==> src/rtl/datapath_ctrl.sv <==
// datapath_ctrl: expands one 8-bit instruction into the multi-cycle control sequence of the 4-register datapath.
// Optional build macro DATAPATH_CTRL_TRAP_EN: illegal opcodes trap into HALT and raise err instead of acting as a NOP.
module datapath_ctrl (
    input  logic       clk,
    input  logic       reset,
    input  logic       s,
    input  logic [7:0] instr,
    output logic [1:0] sr,
    output logic [1:0] Rn,
    output logic       w,
    output logic [1:0] aluop,
    output logic       lt,
    output logic [2:0] tsel,
    output logic [2:0] bsel,
    output logic       busy,
    output logic       done,
    output logic       err
);

    localparam logic [2:0] OP_LDI = 3'b000;
    localparam logic [2:0] OP_MOV = 3'b001;
    localparam logic [2:0] OP_XOR = 3'b010;
    localparam logic [2:0] OP_AND = 3'b011;
    localparam logic [2:0] OP_SHL = 3'b100;

    typedef enum logic [2:0] {
        IDLE  = 3'd0,
        LOADT = 3'd1,
        WRITE = 3'd2,
        DONE  = 3'd3,
        HALT  = 3'd4
    } state_t;

    state_t     state, state_nx;
    logic [2:0] op_q;
    logic [1:0] rd_q;
    logic [1:0] rs_q;
    logic [1:0] tsrc;

    // instr[0] carries no meaning in the instruction format
    logic unused_instr_lsb;
    assign unused_instr_lsb = instr[0];

    function automatic logic [2:0] reg_onehot(input logic [1:0] idx);
        case (idx)
            2'd1:    reg_onehot = 3'b001;
            2'd2:    reg_onehot = 3'b010;
            2'd3:    reg_onehot = 3'b100;
            default: reg_onehot = 3'b000;
        endcase
    endfunction

    function automatic logic op_legal(input logic [2:0] op);
        op_legal = (op <= OP_SHL);
    endfunction

    always_ff @(posedge clk or posedge reset) begin
        if (reset) begin
            state <= IDLE;
            op_q  <= 3'b000;
            rd_q  <= 2'b00;
            rs_q  <= 2'b00;
        end else begin
            state <= state_nx;
            if (state == IDLE && s) begin
                op_q <= instr[7:5];
                rd_q <= instr[4:3];
                rs_q <= instr[2:1];
            end
        end
    end

    always_comb begin
        state_nx = state;
        case (state)
            IDLE: begin
                if (s) begin
                    if (instr[7:5] == OP_LDI)
                        state_nx = WRITE;
                    else if (op_legal(instr[7:5]))
                        state_nx = LOADT;
                    else
`ifdef DATAPATH_CTRL_TRAP_EN
                        state_nx = HALT;
`else
                        state_nx = DONE;
`endif
                end
            end
            LOADT:   state_nx = WRITE;
            WRITE:   state_nx = DONE;
            DONE:    state_nx = IDLE;
            HALT:    state_nx = HALT;
            default: state_nx = IDLE;
        endcase
    end

    // Moore decode: MOV copies Rs through tmp, the ALU ops preload tmp with Rd
    always_comb begin
        sr    = 2'b00;
        Rn    = 2'b00;
        w     = 1'b0;
        aluop = 2'b00;
        lt    = 1'b0;
        tsel  = 3'b000;
        bsel  = 3'b000;
        busy  = 1'b0;
        done  = 1'b0;
        tsrc  = (op_q == OP_MOV) ? rs_q : rd_q;
        case (state)
            LOADT: begin
                busy = 1'b1;
                lt   = 1'b1;
                if (tsrc == 2'd0) begin
                    tsel = 3'b010;
                end else begin
                    tsel = 3'b100;
                    bsel = reg_onehot(tsrc);
                end
            end
            WRITE: begin
                busy = 1'b1;
                w    = 1'b1;
                Rn   = rd_q;
                case (op_q)
                    OP_LDI: sr = 2'b00;
                    OP_MOV: sr = 2'b10;
                    OP_XOR: begin sr = 2'b01; aluop = 2'b00; bsel = reg_onehot(rs_q); end
                    OP_AND: begin sr = 2'b01; aluop = 2'b01; bsel = reg_onehot(rs_q); end
                    OP_SHL: begin sr = 2'b01; aluop = 2'b10; bsel = reg_onehot(rs_q); end
                    default: w = 1'b0;
                endcase
            end
            DONE:    done = 1'b1;
            default: ;
        endcase
    end

`ifdef DATAPATH_CTRL_TRAP_EN
    // sticky trap flag, raised together with entry into HALT
    logic err_q;
    always_ff @(posedge clk or posedge reset) begin
        if (reset)
            err_q <= 1'b0;
        else if (state_nx == HALT)
            err_q <= 1'b1;
    end
    assign err = err_q;
`else
    assign err = 1'b0;
`endif

endmodule

==> config.mk <==
export PLATFORM = sky130hd
export DESIGN_NAME = datapath_ctrl
export DESIGN_NICKNAME = d
export VERILOG_FILES = /design/src/rtl/datapath_ctrl.sv
export SDC_FILE = /design/constraint.sdc
export NUM_CORES = 1
export LEC_CHECK = 0
export BUFFER_PORTS_ARGS = -buffer_cell sky130_fd_sc_hd__buf_2
export CORE_UTILIZATION = 50
export CTS_BUF_LIST = sky130_fd_sc_hd__clkbuf_4 sky130_fd_sc_hd__clkbuf_8 sky130_fd_sc_hd__clkbuf_16
export DETAILED_ROUTE_END_ITERATION = 8
export PLACE_DENSITY = 0.82
export SKIP_CTS_REPAIR_TIMING = 1
export SYNTH_ARGS = -nofsm -noshare
export SYNTH_HDL_FRONTEND = slang
export SYNTH_SLANG_ARGS = --single-unit
==> constraint.sdc <==
create_clock -name clk -period 3.8 [get_ports clk]
set_clock_uncertainty 0.05 [all_clocks]
set_input_delay 0 -clock clk [delete_from_list [all_inputs] [get_ports clk]]
set_output_delay 0 -clock clk [all_outputs]
set_load 0.03 [all_outputs]
# == Word-level counts from Yosys, hierarchy flattened ==
# Cells that the tools add are included.
# totals
regBits,10
inputBits,11
word_cells,50
# op_classes
n_eq_ne,15
reduce_logical,8
mux,22
magnitude_cmp,1
# op_table
op,n
3-bit one-hot mux with 3 select lines,2
3-bit two-way mux,5
"3-bit by 2-bit == test with 1-bit output, second input constant",4
2-bit two-way mux,6
3-bit one-hot mux with 4 select lines,1
3-bit zero test,3
"2-bit == test, second input constant",4
2-bit one-hot mux with 2 select lines,2
"3-bit by 1-bit == test with 1-bit output, second input constant",2
"3-bit == test, second input constant",2
3-bit one-hot mux with 2 select lines,1
1-bit two-way mux,5
5-bit OR reduction,1
"2-bit by 1-bit == test with 1-bit output, second input constant",2
"3-bit less-or-equal comparator, second input constant",1
3-bit OR reduction,1
2-bit zero test,1
"2-bit != test, second input constant",1
2-bit OR reduction,1
1-bit logical AND,1

# == Depth between registers and ports, before layout ==
# Gate-level depths: netlist of the first run.
# logic_depth
word_depth,6
ltp_mapped,5
depth_no_buf,5

# == Worst setup path before layout of the first run ==
# OpenSTA, ideal clock, no wires.
# synth_timing
path_type,reg2out
from,register state[2]
to,output port aluop[0]
n_path_buf,1
slack_ns,1.976
required_time_ns,3.750
arrival_time_ns,1.774
stages_incl_launch_ff,5
cell_sequence,dfrtp_1 > buf_6 > nor2_1 > nand2_1 > nor4bb_1
# synth_between
elab_chain_len,2
# synth_lines
item,line_no,text
from (decl),34,"state_t state, state_nx;"
from (signal assigned),64,state <= state_nx;
3-bit by 2-bit == test with 1-bit output,110,case (state)
2-bit two-way mux,110,
to (decl),11,"output logic [1:0] aluop,"
# No other way between the ends.

# == Worst setup path after layout of the first run ==
# layout_timing
from,register state[1]
to,output port bsel[2]
# layout_between
elab_chain_len,2
# layout_lines
item,line_no,text
3-bit by 2-bit == test with 1-bit output or 3-bit by 1-bit == test with 1-bit output (tied branches),110,
3-bit one-hot mux with 2 select lines (*),110,
to (decl),14,"output logic [2:0] bsel,"
# Mark *: on every way between the ends. The rest lies on a longest branch, timed or not.

==> impl_results.md, run 1 <==
- RSZ-0062 raised after global routing: false
- CP Data Required Time: about 3.8 ns
- Fmax achieved: 0.5368 GHz
- Clock transition at path regs: about 0.06 ns
- Final WL: 1410 um
- Critical path fanouts, max: 12
- Die area: approximately 1600 um^2
- Boundary Pins: 28
- Synth top area share: 35.65%
- Hold path depth: 3
- Crit Path Class: flip-flop to output port
- CTS tree: yes
- Status: finished clean
- Fin. max-slew vios: 0
- Setup violators final: 0
- Starting DRT DRC Count: 10
- Count leader, synth: dfrtp_1
- Max Root-Sink Buffers: 2
- Clock sinks: 10
- Min cycle time layout: ~1.9 ns
- Crit. End Element: output port
- Top cell type by total area after synthesis: dfrtp_1
- Placed Area: 788.3 um^2
- CTS Buf Count: 3
- ANT nets after route: 0
- Vias after detailed routing: 628
- First-pass GRT wire length: around 1900 um
- Largest net degree at the start of global routing: 13
- Initial antenna violation count: 0
- Number of synthesized flops with an enable pin: 0
- Leakage: 0.4659 nW
- Die W: 39.47 um
- Die Ht: ~39 um
- Fin crit share: around 49%
- DRC Markers: 0
- Max VDD drop: around 410 uV
- Drt pass-1 iters: 4
- Routed vias/inst: a little over 5
- Starting Density: a little over half
- Sequential area share after synthesis: around 36%
- Ys async rst share: 100.0%
- Warnings from Yosys: 0
- Fin area: 890.9 um^2
- Antenna Cells: 0
- Fillers: between 100 and 150
- Final GP Congestion: just over 0.8
- Hpwl dp: between 900 and 1000 um
- Sum Neg Setup Slack: 0 ns
- Num rows: 13
- Total core area: between 1000 and 1500 um^2
- Hold Fails Final Rpt: 0
- Yosys cell types: 29
- Layout area overhead: 26.92%
- Nets: between 100 and 150
- Core Util, Final: between 60% and 70%
- Synthesized area per cell: about 9 um^2
- Top cells by area, synth: dfrtp_1 36%, mux2_1 6.4%, buf_6 4.8%
- Synth cell count leaders: 10 x dfrtp_1, 8 x inv_1, 8 x nor2_1
- Max-Cap Viols: 0
- CP Launch Type: flip-flop
- Post-synth top flop: dfrtp_1
- CTS Root Cell: clkbuf_4
- Drt wl/cell: 11.65 um
- Synthesized cell area: 701.9 um^2
- Clk_lat worst skew: 0.26 ns
- Remaining Overflow, GRT: 0
- Pwr/cell area: between 800 and 900 nW/um^2
- Final Power: between 0.7 and 0.8 mW
- Cells on worst reg2reg path: 3
- Crit path DAT: 1.81 ns
- Global Route Usage Sum: between 10% and 20%
- Htree depth: 1
- Share of cells above drive strength 1: between 30% and 40%
- IO buf count: 24
- Mapped Cells: 76
- Vias in the first global route: between 400 and 500
- Worst Hold Class: input port to flip-flop
- Synthesis-stage register bit count: 10
==> critical path, stage by stage, from the launching register on <==
cell and delay, ns:
dfrtp_1 0.50, and4bb_1 0.32, a31oi_1 0.04, o32a_1 0.24
o31ai_2 0.23, buf_2 0.23
==> worst paths after layout <==
kind                          start       end  slack [ns]
setup / recovery           state[1]   bsel[2]        1.94
hold / removal                    s  state[0]        0.03
setup reg to reg           state[2]   op_q[2]        2.12
hold reg to reg             rs_q[0]   rs_q[0]        0.51
max in group asynchronous     reset   op_q[2]        3.21
min in group asynchronous     reset   rs_q[1]        0.22
==> flip-flops by register name (all words and copies together), names as in the netlist <==
name / cells
state: 3
rd_q: 2
rs_q: 2
op_q: 3
==> power by group <==
group	total [mW]	leakage (nW)	switching (mW)	internal, mW
sequential	0.238	0.120	0.0826	0.156
clock	0.0695	0.0138	0.0330	0.0364
combinational	0.452	0.332	0.274	0.177
total	0.759	0.466	0.390	0.369
==> metal layers <==
| layer | vias up | track usage (%) | routed length, um |
|---|---|---|---|
| met5 | - | 0 | 0 |
| met3 | 0 | 6.818 | 74 |
| met4 | 0 | 2.586 | 0 |
| met1 | 289 | 26.98 | 606 |
| met2 | 22 | 27.05 | 729 |
| li1 | 317 | - | - |
==> metrics by stage <==
step	hold slack (ns)	worst slack, ns	std cells
3_3_place_gp	-0.06869	2.146	110
2_1_floorplan	-0.2098	1.976	77
6_report	0.02958	1.937	121
5_1_grt	0.08464	1.851	121
3_5_place_dp	-0.06474	2.114	110
4_1_cts	-0.3437	1.942	113
==> placed cells by master (no fill, tap or decap) <==
cell	n
nand2_1	6
o32a_1	1
a21oi_1	4
dfrtp_1	10
and4bb_1	1
mux2_1	4
and3_1	3
ha_1	1
nor3_1	3
nand2b_1	1
o22ai_1	2
mux2_2	3
nor3b_2	1
dlygate4sd3_1	8
nor2_1	8
nor4bb_1	1
or3b_2	1
a31oi_1	1
xnor2_1	1
buf_2	24
a211oi_1	2
and2_1	1
o31ai_2	1
nor2_4	1
inv_1	8
or3b_4	1
conb_1	2
clkbuf_4	3
nand3_1	1
and3_2	2
==> logic make-up after synthesis <==
kind of cell             count (synthesis)  synth area share [%]
buffers and inverters                   14                 12.30
AO/OA/AOI/OAI                           11                 10.87
XOR/XNOR                                 1                 1.248
AND/OR/NAND/NOR                         31                 26.38
adder cells (fa/ha/maj)                  1                 1.782
multiplexers                             7                 11.23
other                                    1                0.5342
flip-flops                              10                 35.65
==> area by class of cell <==
| type | count | area, um^2 | area share, % |
|---|---|---|---|
| Inverter | 8 | 30.03 | 3.371 |
| Tap cell | 15 | 18.77 | 2.107 |
| Multi-Input combinational cell | 53 | 369.1 | 41.43 |
| Sequential cell | 10 | 250.2 | 28.09 |
| Clock buffer | 3 | 22.52 | 2.528 |
| Timing Repair Buffer | 32 | 200.2 | 22.47 |
Power figures use the tool's default switching activity.
==> inputs of run 2 (changes only) <==
--- a/config.mk
+++ b/config.mk
@@ -5,11 +5,12 @@
 export SDC_FILE = /design/constraint.sdc
 export NUM_CORES = 1
 export LEC_CHECK = 0
+export ABC_AREA = 1
 export BUFFER_PORTS_ARGS = -buffer_cell sky130_fd_sc_hd__buf_2
-export CORE_UTILIZATION = 50
+export CORE_UTILIZATION = 43
 export CTS_BUF_LIST = sky130_fd_sc_hd__clkbuf_4 sky130_fd_sc_hd__clkbuf_8 sky130_fd_sc_hd__clkbuf_16
 export DETAILED_ROUTE_END_ITERATION = 8
-export PLACE_DENSITY = 0.82
+export PLACE_DENSITY = 0.74
 export SKIP_CTS_REPAIR_TIMING = 1
 export SYNTH_ARGS = -nofsm -noshare
 export SYNTH_HDL_FRONTEND = slang
==> constraint.sdc (replaced) <==
create_clock -name clk -period 1.53 [get_ports clk]
set_clock_uncertainty 0.05 [all_clocks]
set_input_delay 0 -clock clk [delete_from_list [all_inputs] [get_ports clk]]
set_output_delay 0 -clock clk [all_outputs]
set_load 0.03 [all_outputs]
==> run 2 against run 1 <==
  * The run now ends with design-rule violations, negative hold slack left
  * Sequential power is 120% higher
  * Global-route usage is 1.4 points higher
  * Non-clock buffer count grew 9
  * Sequential cell count unchanged
  * Wire length grew 41%
  * Register-to-register slack got worse by 1.9 ns
  * Highest routed layer is now met4
==> impl_results.md, run 2 <==
- Crit Path Class: flip-flop to output port
- Hold path depth: 3
- Setup ws final: approximately 0.017 ns
- RSZ-0062 raised after global routing: true
- Synth top area share: between 30% and 40%
- Leading cell types in the layout, fill and taps excluded: 21 x nand2_1, 18 x buf_2, 17 x nor2_1
- Placed instance count: 150
- ANT nets after route: 0
- Fin cells: 170
- Drt wl/cell: 11.67 um
- Reg power frac: a little over a fifth
- Crit. End Element: output port
- Pwr/cell area: between 2000 and 2500 nW/um^2
- Internal power: about 1.1 mW
- Total core area: approximately 1600 um^2
- Clk_lat worst skew: approximately 0.27 ns
- Mapped Cells: 105
- Sw Share: 54.60%
- CTS tree: yes
- DRC Markers: 2
- First-pass GRT wire length: around 2800 um
- Reg2reg end: op_q[0]
- Fillers: 120
- Fin crit share: 98.88%
- Placement Setup Slack: 0.1958 ns
- Most common cell after layout, fill and taps aside: nand2_1
- R2R Setup Slk: roughly 0.21 ns
- CTS Buf Count: 3
- IO buf count: 24
- Top cells by area, synth: dfrtp_1 33%, nand2_1 11%, nor2_1 8.3%
- Max Root-Sink Buffers: 2
- Die Ht: approximately 44 um
- Yosys cell types: 25
- Final WL: a little under 2000 um
- Layout area overhead: 44.30%
- Die W: about 44 um
- Number of synthesized flops with an enable pin: 0
- NetSw: 1.349 mW
- Nets: between 150 and 200
- Vias after detailed routing: about 840
- Starting Density: between 40% and 50%
- Antenna Cells: 0
- Max VDD drop: approximately 1300 uV
- Die area: between 1500 and 2000 um^2
- Worst Hold Class: input port to flip-flop
- Crit path DAT: between 1 and 1.5 ns
- Ys async rst share: between 90% and 100%
- Min cycle time layout: between 1.5 and 2 ns
- Sequential area share after synthesis: between 30% and 40%
- Clock transition at path regs: roughly 0.07 ns
- Hold Slack: -0.02046 ns
- Biggest regs: op_q (3), state (3)
- Num rows: 14
- Clk pwr share: 7.6%
- Clock sinks: 10
- Global Route Usage Sum: roughly a fifth
- Synthesized area per cell: ~7.3 um^2
- Synth cell count leaders: 23 x nand2_1, 17 x nor2_1, 16 x inv_1
- Routed vias/inst: ~5
- Fin. max-slew vios: 0
- Setup violators final: 0
- Leakage: approximately 0.6 nW
- Final GP Congestion: 0.8506
- Largest net degree at the start of global routing: 15
- CP Data Required Time: ~1.5 ns
- Fmax achieved: between 0.6 and 0.7 GHz
- Failing checks: design-rule violations, negative hold slack
- Vias in the first global route: 648
- CP Launch Type: flip-flop
- Critical path fanouts, max: 8
- Cells on worst reg2reg path: 5
- Starting DRT DRC Count: 33
- Max-Cap Viols: 0
- Top cell type by total area after synthesis: dfrtp_1
- Share of cells above drive strength 1: a little over two fifths
- Comb power frac: 70.8%
- Critical R2R Launch: state[2]
- Drt pass-1 iters: 6
- Final Power: about 2.5 mW
- Post-synth top flop: dfrtp_1
- Synthesis-stage register bit count: 10
- Status: complete, but fails checks
- CTS Root Cell: clkbuf_4
- Hpwl dp: 1339 um
- Min-Delay Endpoint: state[0]
- Count leader, synth: nand2_1
- Boundary Pins: 28
- Hold path start: s
- Initial antenna violation count: 0
- Hold Fails Final Rpt: 1
- Remaining Overflow, GRT: 0
- Warnings from Yosys: 0
- Htree depth: 1
- Synthesized cell area: about 770 um^2
run 2: logic make-up after synthesis:
kind of cell / Yosys count / share of synthesized area [%]
and+or+nand+nor: 61 / 39.58
AOI/OAI and AO/OA: 11 / 12.21
adders and majority gates: 1 / 1.628
DFF: 10 / 32.57
buffers and inverters: 21 / 13.52
other: 1 / 0.4881
run 2: power groups by stage:
stage                     Sequential (mW)  Combinational [mW]  Clock (mW)
after detailed placement            0.514                1.41           0
after global routing                0.548                1.91       0.197
after global placement              0.507                1.37           0
after floorplan                     0.473                1.17           0
final                               0.532                1.75       0.189
after CTS                           0.510                1.42       0.186
run 2: metal layers:
layer  vias up  global-route usage, %  wire (um)
met3         7                  3.673         93
met5         -                      0          0
met4         0                  9.091         40
met2        32                  32.94       1059
met1       382                  25.71        791
li1        414                      -          -
run 2: metrics by stage:
stage	area [um^2]	utilization, %	hold WS (ns)	setup TNS, ns
after detailed placement	885.9	55.57	-0.03876	0
after global placement	885.9	55.57	-0.05524	0
after global routing	1109	69.54	0.03706	-0.09501
final	1109	69.54	-0.02046	0
after CTS	908.4	56.99	-0.3254	-0.3838
after floorplan	775.7	-	-0.2098	0
run 2: cell type report:
class / count / area [um^2] / area share (%)
clock buffers: 3 / 22.52 / 2.032
flip-flops and latches: 10 / 254.0 / 22.91
multi-input cells: 75 / 439.2 / 39.62
repair buffers: 41 / 294.0 / 26.52
well taps: 24 / 30.03 / 2.709
inverters: 17 / 68.82 / 6.208
run 2: worst max path at each step:
stage / slack [ns] / end / depth (start not counted) / startpoint
after floorplan: 0.08 / aluop[0] / 3 / state[2]
after global placement: 0.23 / bsel[0] / 6 / state[2]
after detailed placement: 0.20 / bsel[0] / 6 / op_q[1]
after CTS: -0.1 / bsel[0] / 6 / op_q[1]
after global routing: -0.05 / bsel[1] / 7 / op_q[1]
final: 0.02 / bsel[1] / 7 / op_q[2]
run 2: worst max-delay path: stages, from the launching register on:
cell and delay, ns:
dfrtp_2 0.44, inv_4 0.11, buf_4 0.12, nand4_1 0.13, nand2_2 0.12, nand3_1 0.07
nand2_1 0.08, buf_6 0.13
